### src/rtl/decoder_3to8_strobe_if.sv
// Transfer bus between the upstream encoder path and decoder_3to8_strobe.
// The master drives the code/valid request; the slave returns the strobe and status.
interface decoder_3to8_strobe_if;
  logic [2:0] y;
  logic       f;
  logic       in_valid;
  logic       in_ready;
  logic [7:0] x;
  logic       x_valid;
  logic       busy;
  logic       err;
  logic [7:0] err_cnt;

  modport master (
    output y, f, in_valid,
    input  in_ready, x, x_valid, busy, err, err_cnt
  );

  modport slave (
    input  y, f, in_valid,
    output in_ready, x, x_valid, busy, err, err_cnt
  );
endinterface

### src/rtl/decoder_3to8_strobe.sv
// Registered 3-to-8 decoder: each accepted code drives a one-hot strobe for HOLD cycles,
// then GAP all-zero cycles. Transfers with f=0 are rejected, pulsed on err and counted.
module decoder_3to8_strobe #(
  parameter int unsigned HOLD = 4,
  parameter int unsigned GAP  = 1
) (
  input logic                  clk,
  input logic                  rst,
  decoder_3to8_strobe_if.slave bus
);

  typedef enum logic [1:0] {StIdle, StHold, StGap} state_e;

  state_e     state_q;
  logic [7:0] cnt_q;
  logic [7:0] x_q;
  logic       err_q;
  logic [7:0] err_cnt_q;

  logic accept;
  assign accept = bus.in_valid && (state_q == StIdle);

  always_ff @(posedge clk) begin
    if (rst) begin
      state_q   <= StIdle;
      cnt_q     <= 8'h00;
      x_q       <= 8'h00;
      err_q     <= 1'b0;
      err_cnt_q <= 8'h00;
    end else begin
      err_q <= 1'b0;
      case (state_q)
        StIdle: begin
          if (accept) begin
            if (bus.f) begin
              x_q     <= 8'h01 << bus.y;
              cnt_q   <= 8'(HOLD - 1);
              state_q <= StHold;
            end else begin
              // y is meaningless without f; only the reject is recorded.
              err_q <= 1'b1;
              if (err_cnt_q != 8'hff) begin
                err_cnt_q <= err_cnt_q + 8'h01;
              end
            end
          end
        end
        StHold: begin
          if (cnt_q == 8'h00) begin
            x_q <= 8'h00;
            if (GAP != 0) begin
              cnt_q   <= 8'(GAP - 1);
              state_q <= StGap;
            end else begin
              state_q <= StIdle;
            end
          end else begin
            cnt_q <= cnt_q - 8'h01;
          end
        end
        StGap: begin
          if (cnt_q == 8'h00) begin
            state_q <= StIdle;
          end else begin
            cnt_q <= cnt_q - 8'h01;
          end
        end
        default: begin
          state_q <= StIdle;
          x_q     <= 8'h00;
          cnt_q   <= 8'h00;
        end
      endcase
    end
  end

  // Status depends on registered state only, so no input reaches an output combinationally.
  assign bus.in_ready = (state_q == StIdle);
  assign bus.x_valid  = (state_q == StHold);
  assign bus.busy     = (state_q != StIdle);
  assign bus.x        = x_q;
  assign bus.err      = err_q;
  assign bus.err_cnt  = err_cnt_q;

endmodule
### src/flat_wrapper.sv
// flat-port wrapper written by rule: the top's interface ports become plain ports
module decoder_3to8_strobe_flat 
#(
  parameter int unsigned HOLD = 4,
  parameter int unsigned GAP  = 1
)
  (clk, rst, bus_y, bus_f, bus_in_valid, bus_in_ready, bus_x, bus_x_valid, bus_busy, bus_err, bus_err_cnt);
  decoder_3to8_strobe_if bus_i ();
  input logic clk;
  input logic rst;
  input wire logic [$bits(bus_i.y)-1:0] bus_y;
  input wire logic [$bits(bus_i.f)-1:0] bus_f;
  input wire logic [$bits(bus_i.in_valid)-1:0] bus_in_valid;
  output wire logic [$bits(bus_i.in_ready)-1:0] bus_in_ready;
  output wire logic [$bits(bus_i.x)-1:0] bus_x;
  output wire logic [$bits(bus_i.x_valid)-1:0] bus_x_valid;
  output wire logic [$bits(bus_i.busy)-1:0] bus_busy;
  output wire logic [$bits(bus_i.err)-1:0] bus_err;
  output wire logic [$bits(bus_i.err_cnt)-1:0] bus_err_cnt;
  assign bus_i.y = bus_y;
  assign bus_i.f = bus_f;
  assign bus_i.in_valid = bus_in_valid;
  assign bus_in_ready = bus_i.in_ready;
  assign bus_x = bus_i.x;
  assign bus_x_valid = bus_i.x_valid;
  assign bus_busy = bus_i.busy;
  assign bus_err = bus_i.err;
  assign bus_err_cnt = bus_i.err_cnt;
  decoder_3to8_strobe #(.HOLD(HOLD), .GAP(GAP)) u_core (.clk(clk), .rst(rst), .bus(bus_i));
endmodule
### config.mk
export PLATFORM = sky130hd
export DESIGN_NAME = decoder_3to8_strobe_flat
export DESIGN_NICKNAME = d
export VERILOG_FILES = /design/src/rtl/decoder_3to8_strobe_if.sv /design/src/rtl/decoder_3to8_strobe.sv /design/src/flat_wrapper.sv
export SDC_FILE = /design/constraint.sdc
export NUM_CORES = 1
export LEC_CHECK = 0
export BUFFER_PORTS_ARGS = -buffer_cell sky130_fd_sc_hd__buf_4
export CORE_UTILIZATION = 55
export CTS_CLUSTER_DIAMETER = 120
export DETAILED_ROUTE_END_ITERATION = 10
export PLACE_DENSITY = 0.79
export SLEW_MARGIN = 25
export SYNTH_ARGS = -nofsm -noshare
export SYNTH_HDL_FRONTEND = slang
export SYNTH_SLANG_ARGS = --single-unit
### constraint.sdc
create_clock -name clk -period 5.6 [get_ports clk]
set_clock_uncertainty 0.1 [all_clocks]
set_input_delay 0.56 -clock clk [delete_from_list [all_inputs] [get_ports clk]]
set_output_delay 0.56 -clock clk [all_outputs]
set_load 0.02 [all_outputs]
==> Yosys cells after proc, flatten, opt, wreduce, memory -nomap -nowiden <==
Index checks and enable logic that the tools add are counted.
{ "classes": {"n_addsub": 2, "n_eq_ne": 8, "shifts": 1, "n_mux": 15, "bitwise_logic": 4, "reduce_logical": 9} }
{ "ops": {"columns": ["operator", "n"], "rows": [
  ["$mux 8", 7],
  ["$pmux 8 s3", 2],
  ["$reduce_and 4->1", 3],
  ["$add 8x1->8 const B", 1],
  ["$logic_not 8->1", 1],
  ["$mux 2", 4],
  ["$ne 8x8->1 const B", 1],
  ["$shl 1x3->8 const A", 1],
  ["$sub 8x1->8 const B", 1],
  ["$ne 2x1->1 const B", 3],
  ["$pmux 2 s3", 1],
  ["$ne 2x2->1 const B", 2],
  ["$not 1->1", 4],
  ["$reduce_and 3->1", 1],
  ["$reduce_or 3->1", 1],
  ["$eq 2x1->1 const B", 1],
  ["$eq 2x2->1 const B", 1],
  ["$logic_not 2->1", 1],
  ["$reduce_bool 2->1", 1],
  ["$logic_and 1x1->1", 1],
  ["$mux 1", 1]
]} }
{ "word_totals": {"register_bits": 27, "inputBits": 7, "output_inout_bits": 20, "word_cells": 44} }

==> Logic depth before layout (Yosys ltp) <==
Gate-level depths: netlist (run 1).
{ "depth": {"ltp_word": 4, "depth_mapped": 6} }

==> Worst setup path before layout (run 1) <==
No wires, ideal clock.
{ "synth_path": {"path_type": "input-to-reg", "from": "in bus_in_valid", "to": "reg u_core.cnt_q[7]", "setup_time_ns": 0.072, "arrival_time_ns": 1.686, "required_ns": 5.428, "slack_ns": 3.743, "cell_stages": 5, "cell_sequence": "and2_1 -> clkbuf_1 -> a21oi_1 -> a2111oi_0 -> mux2i_1"} }
{ "synth_between": {"elab_chain_len": 3} }
{ "synth_lines": {"columns": ["item", "line", "text"], "rows": [
  ["start: declaration", "flat_wrapper.sv:13", "input wire logic [$bits(bus_i.in_valid)-1:0] bus_in_valid;"],
  ["$logic_and 1x1->1", "decoder_3to8_strobe.sv:21", "assign accept = bus.in_valid && (state_q == StIdle);"],
  ["$ne 2x1->1 (no source line)", null, null],
  ["$reduce_and 3->1 (no source line)", null, null],
  ["end signal: assignment", "decoder_3to8_strobe.sv:37", "cnt_q <= 8'(HOLD - 1);"],
  ["end signal: assignment", "decoder_3to8_strobe.sv:52", "cnt_q <= 8'(GAP - 1);"],
  ["end signal: assignment", "decoder_3to8_strobe.sv:58", "cnt_q <= cnt_q - 8'h01;"],
  ["end: declaration", "decoder_3to8_strobe.sv:15", "logic [7:0] cnt_q;"]
]} }
No other way between the ends.
A chain may end at the register's enable or synchronous reset.

==> Worst setup path in the final report (run 1) <==
{ "layout_path": {"from": "reg u_core.cnt_q[0]", "to": "reg u_core.cnt_q[7]"} }
{ "layout_between": {"elab_chain_len": 3, "word_cells_on_any_way": 7, "classes_between": "add/sub (1); eq/ne (1); mux (3); reduce/logical (2)"} }
{ "layout_lines": {"columns": ["item", "line", "text"], "rows": [
  ["$sub 8x1->8 or $logic_not 8->1 (tied branches)", null, null],
  ["$mux 8, or another cell as far along", "decoder_3to8_strobe.sv:62", "if (cnt_q == 8'h00) begin"],
  ["$pmux 8 s3 or $reduce_and 3->1 (tied branches)", null, null]
]} }
Several ways; a longest one is shown, not always the timed one. The select of a mux whose other input is x is not followed.

==> results of run 1 <==
power by group through the flow:
stage | clock (mW) | combinational (mW) | sequential, mW
floorplan | 0 | 0.247 | 0.266
global placement | 0 | 0.303 | 0.275
detailed placement | 0 | 0.310 | 0.278
CTS | 0.0880 | 0.313 | 0.273
global route | 0.0942 | 0.346 | 0.280
finish | 0.0873 | 0.315 | 0.275
final cells by class:
cell class	instances	share of cell area, %
well taps	30	2.25
clock buffers	3	1.35
multi-input cells	125	50.9
repair buffers	26	11.7
inverters	5	1.13
flip-flops and latches	27	32.4
clock inverters	1	0.300
registers in the layout (all words and copies together), names as in the netlist:
| name | cells |
|---|---|
| u_core.bus.err_cnt | 8 |
| u_core.cnt_q | 8 |
| u_core.bus.x | 8 |
| u_core.bus.err | 1 |
| u_core.state_q | 2 |
worst reg2reg max path: stages (launching register included):
cell	delay [ps]
dfxtp_1	460
inv_1	110
ha_1	230
and4bb_2	270
a2111oi_4	600
nand2_1	140
mux2i_1	160
worst paths after layout:
kind / from / end / slack [ps] / depth (start not counted)
worst min register to register: u_core.bus.x[2] / u_core.bus.x[2] / 380 / 2
worst min-delay path: bus_y[0] / u_core.bus.x[4] / 330 / 2
worst max-delay path: u_core.cnt_q[0] / u_core.cnt_q[7] / 3460 / 6
worst max register to register: u_core.cnt_q[0] / u_core.cnt_q[7] / 3460 / 6
layer usage:
layer,global-route usage (%),part of all wire (%),vias to the layer above
met1,31.9,48,614
met5,0,0,-
li1,-,-,644
met3,3.16,4.9,6
met2,34.6,46,42
met4,9.21,1.2,0
logic make-up (layout without fill, tap and decap cells):
logic type / after synthesis / after routing / share of synthesized area [%]
simple gates: 78 / 78 / 31.9
compound gates: 35 / 35 / 18.9
flops: 27 / 27 / 37.9
buf+inv: 10 / 35 / 2.63
mux: 6 / 6 / 4.21
fa+ha+maj: 3 / 3 / 2.63
xor+xnor: 3 / 3 / 1.84
cells in the final DEF (no fill, tap or decap), types with 5 or more instances in the layout:
| master | count |
|---|---|
| a21oi_1 | 11 |
| buf_4 | 26 |
| dfxtp_1 | 27 |
| inv_1 | 5 |
| mux2i_1 | 6 |
| nand2_1 | 17 |
| nand2b_1 | 6 |
| nand3_1 | 5 |
| nand4_1 | 5 |
| nor2_1 | 16 |
| o21ai_0 | 5 |
| or3_1 | 5 |
| or4_1 | 5 |
==> impl_metrics.json, run 1 <==
{
  "antenna_found_initial": 0,
  "row_count": 18,
  "p_comb_share_pct": 46.5,
  "crit_family": "compound AO/OA/AOI/OAI gates",
  "multiInputGateArea_sq_um": 848,
  "grt_max_degree": 22,
  "syn_avg_cell_area_sq_um": 8.80,
  "crit_chain": "inv_1 > ha_1 > and4bb_2 > a2111oi_4 > nand2_1 > mux2i_1",
  "syn2layout_area_growth_pct": 16.9,
  "yosysTopAreaCell": "dfxtp_1",
  "crit_path_end_kind": "register",
  "intPower_mw": 0.389,
  "fillers": 205,
  "fin_ws_ps": 3460,
  "antenna_cells": 0,
  "drtAntennaViolNets": 0,
  "critical_path_arrival_ps": 2310,
  "cp-start-kind": "register",
  "slew_violations": 0,
  "synth_nets": 172,
  "finalWeightedCongestion": 0.870,
  "fmax_mhz": 467,
  "swShare_pct": 42.6,
  "seq_area_sq_um": 541,
  "viasPerCell": 6.02,
  "path_max_fanout": 10,
  "cts_buffer_depth": 2,
  "hp-class": "input port to register",
  "place_area_sq_um": 1640,
  "netlist-cell-type-count": 41,
  "slowest_delay_ps": 600,
  "synth_common_cells": "dfxtp_1 (27), nand2_1 (17), nor2_1 (16), a21oi_1 (11)",
  "routedWlPerCell_um": 13.9,
  "netlist_area_sq_um": 1430,
  "cp_num_buf_inv": 1,
  "clk_pin_slew_ps": 150,
  "die-area_sq_um": 2800,
  "drive_above_1_share_pct": 21.4,
  "ys_async_sr_fraction_pct": 0,
  "numCtsBuffers": 3,
  "place_ws_ps": 3530,
  "yosysSeqAreaShare_pct": 37.9,
  "worst_slew_pin_slew_ps": 619,
  "yosysMostFrequentCell": "dfxtp_1",
  "remaining_drc_errors": 0,
  "grt_pass1_vias": 1061,
  "slowest_stage": "a2111oi_4",
  "io_buffers": 26,
  "stdcell_area_sq_um": 1670,
  "post-route-min-period_ps": 2140,
  "grt_usage_pct": 22.8,
  "hold_viol_final": 0,
  "timing.max_cap.violations": 0,
  "start_util_pct": 58.1,
  "overflow": 0,
  "io_pins": 27,
  "yosys_warnings": 0,
  "crit_type": "register to register",
  "power.share.clock_pct": 12.9,
  "vias": 1306,
  "drt_iter0_drc": 31,
  "fp.dieW_um": 52.9,
  "cts_sinks": 27,
  "die_y_um": 52.9,
  "required_ps": 5760,
  "synth_edf_count": 0,
  "hpwl_um": 2160,
  "power.total_mw": 0.677,
  "tns_ps": 0,
  "htreeDepth": 1,
  "drtPass1Iterations": 6,
  "ys.flop_type": "dfxtp_1",
  "ir_drop_mv": 0.284,
  "clock_latency_ps": 330,
  "final_nets": 198,
  "rsz0062_at_grt": "no",
  "grt_pass1_wl_um": 4710,
  "post_cts_resized": 0,
  "outcome": "complete, no violations",
  "stdcell_count": 217,
  "period_share_pct": 38.3,
  "final_util_pct": 67.9,
  "switching_power_mw": 0.288,
  "routed_wl_um": 3020,
  "hold_ws_ps": 332,
  "core_sq_um": 2450,
  "synth-seq-cells": 27,
  "cts_tree": "done",
  "power-per-cell-area_nw_per_um2": 406,
  "cts_setup_buffers": 0,
  "holdBufCountCts": 0,
  "netlist_instances": 162,
  "finalSetupViolCount": 0,
  "seq_power_share_pct": 40.6,
  "max-slew-margin-rel_pct": 58.7,
  "root_buffer": "clkbuf_4",
  "p_leak_nw": 0.665,
  "dp_cells": 213,
  "yosys.area.top_type_share_pct": 37.9,
  "synth_area_leaders": "dfxtp_1 (38%), nand2_1 (4.5%), mux2i_1 (4.2%)"
}
(Power assumes the default switching activity.)
==> run 2, diff against run 1 <==
--- a/config.mk
+++ b/config.mk
@@ -6,10 +6,10 @@
 export NUM_CORES = 1
 export LEC_CHECK = 0
 export BUFFER_PORTS_ARGS = -buffer_cell sky130_fd_sc_hd__buf_4
-export CORE_UTILIZATION = 55
+export CORE_UTILIZATION = 54
 export CTS_CLUSTER_DIAMETER = 120
 export DETAILED_ROUTE_END_ITERATION = 10
-export PLACE_DENSITY = 0.79
+export PLACE_DENSITY = 0.78
 export SLEW_MARGIN = 25
 export SYNTH_ARGS = -nofsm -noshare
 export SYNTH_HDL_FRONTEND = slang
==> constraint.sdc (replaced) <==
create_clock -name clk -period 2.2 [get_ports clk]
set_clock_uncertainty 0.1 [all_clocks]
set_input_delay 0.22 -clock clk [delete_from_list [all_inputs] [get_ports clk]]
set_output_delay 0.22 -clock clk [all_outputs]
set_load 0.02 [all_outputs]
==> run 2 against run 1 <==
Against the previous run:
- total power rose to 2.7 times the previous value
- die area grew 1.8%
- largest power group unchanged
- cell count is 3.2% higher
- non-clock buffer count up 7
- register-to-register slack got worse by 3300 ps
==> impl_metrics.json, run 2 (synthesis gave the netlist of run 1 again) <==
{
  "hp-class": "input port to register",
  "core_sq_um": 2480,
  "required_ps": 2320,
  "clock_latency_ps": 330,
  "syn2layout_area_growth_pct": 21.7,
  "final_util_pct": 70.1,
  "hpwl_um": 2420,
  "outcome": "complete, no violations",
  "slowest_delay_ps": 510,
  "ir_drop_mv": 0.817,
  "crit_type": "register to register",
  "viasPerCell": 6.15,
  "p_leak_nw": 0.696,
  "worst_slew_pin_slew_ps": 443,
  "fillers": 187,
  "grt_pass1_wl_um": 5300,
  "path_depth": 6,
  "numCtsBuffers": 3,
  "row_count": 18,
  "critical_path_arrival_ps": 2170,
  "root_buffer": "clkbuf_4",
  "tns_ps": 0,
  "slowest_stage": "or3b_2",
  "die-area_sq_um": 2850,
  "crit_chain": "inv_1 > ha_1 > or3b_2 > o21ai_2 > o221a_2 > o32ai_1",
  "io_pins": 27,
  "timing.max_cap.violations": 0,
  "layout_commonest_cell": "buf_4",
  "cp_num_buf_inv": 1,
  "period_share_pct": 93.3,
  "fin_ws_ps": 147,
  "antenna_found_initial": 0,
  "final_nets": 205,
  "hold_ws_ps": 107,
  "wl_met1_um": 1460,
  "power.total_mw": 1.82,
  "start_util_pct": 57.6,
  "stdcell_count": 224,
  "htreeDepth": 1,
  "multiInputGateArea_sq_um": 855,
  "grt_usage_pct": 25.6,
  "io_buffers": 26,
  "finalSetupViolCount": 0,
  "antenna_cells": 0,
  "clk_pin_slew_ps": 150,
  "path_max_fanout": 8,
  "place_ws_ps": 47.8,
  "routed_wl_um": 3250,
  "cts_tree": "done",
  "cts_buffer_depth": 2,
  "seq_area_sq_um": 542,
  "hold_viol_final": 0,
  "worst_r2r_path_depth": 6,
  "crit_family": "compound AO/OA/AOI/OAI gates",
  "drtAntennaViolNets": 0,
  "rsz0062_at_grt": "no",
  "final_cell_mix": "buf_4 (31), dfxtp_1 (26), nand2_1 (17), nor2_1 (16), a21oi_1 (11)",
  "place_area_sq_um": 1670,
  "routedWlPerCell_um": 14.5,
  "grt_max_degree": 22,
  "grt_pass1_vias": 1169,
  "stdcell_area_sq_um": 1740,
  "remaining_drc_errors": 0,
  "vias": 1377,
  "holdPathStages": 2,
  "die_y_um": 53.4,
  "finalWeightedCongestion": 0.917,
  "drt_iter0_drc": 53,
  "crit_path_end_kind": "register",
  "wl_met2_um": 1550,
  "dp_cells": 217,
  "fmax_mhz": 487,
  "dr_wl_met3_um": 204,
  "routed.top_layer": "met4",
  "cts_sinks": 27,
  "max-slew-margin-rel_pct": 70.2,
  "overflow": 0,
  "fp.dieW_um": 53.4,
  "slew_violations": 0,
  "drive_above_1_share_pct": 24.2,
  "cp-start-kind": "register",
  "drtPass1Iterations": 4,
  "post-route-min-period_ps": 2050,
  "power-per-cell-area_nw_per_um2": 1050
}
-- run 2: changes by cell type in the layout (fill, tap and decap cells not counted) --
cell / previous run / this run
a2111oi_0: 2 / 1
a2111oi_2: 0 / 1
buf_4: 26 / 31
clkinv_2: 1 / 0
clkinvlp_4: 0 / 1
dfxtp_1: 27 / 26
dfxtp_2: 0 / 1
dlygate4sd3_1: 0 / 2
-- run 2: cell type report --
type                       instances  area share [%]
sequential                        27            31.2
clock buffer                       3            1.30
clock inverter                     1           0.433
tap                               30            2.16
inverter                           5            1.08
multi-input combinational        125            49.2
timing repair buffer              33            14.6
-- run 2: final timing paths --
check	start	end	slack, ps
worst max-delay path	u_core.cnt_q[0]	u_core.cnt_q[0]	150
worst min-delay path	rst	u_core.bus.x[2]	110
worst max register to register	u_core.cnt_q[0]	u_core.cnt_q[0]	150
worst min register to register	u_core.bus.x[2]	u_core.bus.x[2]	380
-- run 2: report_power, final --
part	switching [mW]	internal (mW)
clock	0.152	0.0696
combinational	0.492	0.403
sequential	0.132	0.570
total	0.777	1.04
-- run 2: timing repair --
item,4_1_cts,5_1_grt
pin swaps,0,1
resized for setup,1,2
buffers inserted,0,1
hold buffers,2,0
hold endpoints to repair,1,0
endpoints found under the setup margin,1,8
-- run 2: per-layer routing --
metal | up-vias | global-route usage [%]
met5 | - | 0
met1 | 650 | 35.1
met4 | 0 | 10.1
met3 | 6 | 2.59
met2 | 61 | 40.6
li1 | 660 | -
==> run 3, diff against run 2 <==
==> constraint.sdc (replaced) <==
create_clock -name clk -period 1.9 [get_ports clk]
set_clock_uncertainty 0.1 [all_clocks]
set_input_delay 0.19 -clock clk [delete_from_list [all_inputs] [get_ports clk]]
set_output_delay 0.19 -clock clk [all_outputs]
set_load 0.02 [all_outputs]
==> run 3 against run 2 <==
Against the previous run:
- cell count grew 1.8%
- combinational power is 34% higher
- register-to-register slack got worse by 130 ps
- fmax increased by 8.8%
- clock power up 11%
- global-route usage is 2.2 points lower
- core utilization is 2.5 points higher
- total power up 24%
- sequential power is 14% higher
- clock-buffer cell count stayed put
- die area stayed put
- first-iteration DRC count is 47% lower
- largest cell class unchanged
==> impl_metrics.json, run 3 (synthesis gave the netlist of run 1 again) <==
{
  "outcome": "complete, no violations",
  "grt_pass1_vias": 1146,
  "viasPerCell": 5.87,
  "die-area_sq_um": 2850,
  "place_area_sq_um": 1700,
  "p_leak_nw": 0.721,
  "critical_path_arrival_ps": 2010,
  "core_sq_um": 2480,
  "root_buffer": "clkbuf_4",
  "crit_type": "register to register",
  "clk_pin_slew_ps": 140,
  "cts_buffer_depth": 2,
  "remaining_drc_errors": 0,
  "vias": 1338,
  "clock_latency_ps": 320,
  "io_buffers": 26,
  "fp.dieW_um": 53.4,
  "routedWlPerCell_um": 14.1,
  "seq_power_share_pct": 35.5,
  "slew_violations": 0,
  "antenna_cells": 0,
  "crit_path_end_kind": "register",
  "p_comb_share_pct": 53.5,
  "routed_wl_um": 3210,
  "required_ps": 2020,
  "power.total_mw": 2.25,
  "syn2layout_area_growth_pct": 26.1,
  "hold_viol_final": 0,
  "drtPass1Iterations": 4,
  "numCtsBuffers": 3,
  "dp_cells": 221,
  "power.share.clock_pct": 11.0,
  "fmax_mhz": 530,
  "worst_slew_pin_slew_ps": 396,
  "cp-start-kind": "register",
  "final_cell_mix": "buf_4 (35), dfxtp_1 (24), nand2_1 (17), nor2_1 (15), a21oi_1 (10)",
  "grt_usage_pct": 23.4,
  "path_max_fanout": 6,
  "row_count": 18,
  "io_pins": 27,
  "cts_tree": "done",
  "antenna_found_initial": 0,
  "intPower_mw": 1.30,
  "max-slew-margin-rel_pct": 73.3,
  "place_ws_ps": -75.6,
  "fin_ws_ps": 12.9,
  "htreeDepth": 1,
  "reg2reg_from": "u_core.cnt_q[0]",
  "drtAntennaViolNets": 0,
  "grt_pass1_wl_um": 4930,
  "rsz0062_at_grt": "yes",
  "swShare_pct": 41.9,
  "final_nets": 209,
  "tns_ps": 0,
  "hp-start": "rst",
  "stdcell_count": 228,
  "finalWeightedCongestion": 0.887,
  "hp-class": "input port to register",
  "start_util_pct": 57.6,
  "timing.max_cap.violations": 0,
  "post-route-min-period_ps": 1890,
  "grt_max_degree": 22,
  "period_share_pct": 99.3,
  "power-per-cell-area_nw_per_um2": 1250,
  "cts_sinks": 27,
  "die_y_um": 53.4,
  "ir_drop_mv": 0.932,
  "finalSetupViolCount": 0,
  "crit_start": "u_core.cnt_q[0]",
  "hpwl_um": 2320,
  "layout_commonest_cell": "buf_4",
  "drt_iter0_drc": 28,
  "stdcell_area_sq_um": 1800,
  "switching_power_mw": 0.942,
  "overflow": 0,
  "drive_above_1_share_pct": 29.3
}
==> run 3: final timing paths <==
kind,cells past startpoint,slack (ps),end
worst min-delay path,2,90,u_core.bus.err_cnt[5]
worst min register to register,2,370,u_core.bus.x[4]
worst max-delay path,7,10,u_core.cnt_q[6]
worst max register to register,7,10,u_core.cnt_q[6]
==> run 3: repair_timing <==
| action | 4_1_cts | 5_1_grt |
|---|---|---|
| hold buffers | 2 | 0 |
| pin swaps | 1 | 2 |
| resized for setup | 3 | 10 |
| hold endpoints to repair | 1 | 0 |
| setup buffers | 0 | 1 |
| setup endpoints to repair | 5 | 14 |
==> run 3: power groups by stage <==
stage	Clock (mW)	Sequential, mW	Combinational (mW)
6_report	0.247	0.798	1.20
3_5_place_dp	0	0.792	1.04
3_3_place_gp	0	0.789	1.01
2_1_floorplan	0	0.784	0.729
4_1_cts	0.251	0.783	1.09
5_1_grt	0.266	0.813	1.29
==> run 3: layout make-up <==
cell class / count / area, sq um
clock buffers: 3 / 22.5
clock inverters: 1 / 5.00
fillers: 193 / 679
inverters: 5 / 18.8
multi-input cells: 125 / 887
flip-flops and latches: 27 / 544
well taps: 30 / 37.5
repair buffers: 37 / 283
==> run 3: per-stage QoR <==
step,hold slack (ps),utilization [%]
after global placement,315,68.6
after CTS,84.0,71.1
after floorplan,192,-
after detailed placement,317,68.6
final,89.1,72.6
after global routing,87.7,72.6
==> run 3: per-layer routing <==
metal	up-vias	track usage, %	share of wire [%]
li1	667	-	-
met1	631	31.1	47
met2	38	38.8	48
met3	2	2.87	4.5
met4	0	7.46	0.53
met5	-	0	0
==> run 3: critical path, stage by stage (launching register included) <==
cell and delay, ps:
dfxtp_2 350, inv_1 120, ha_4 160, or3b_4 410
o21ai_4 250, buf_4 170, a211o_1 160, a21oi_2 60
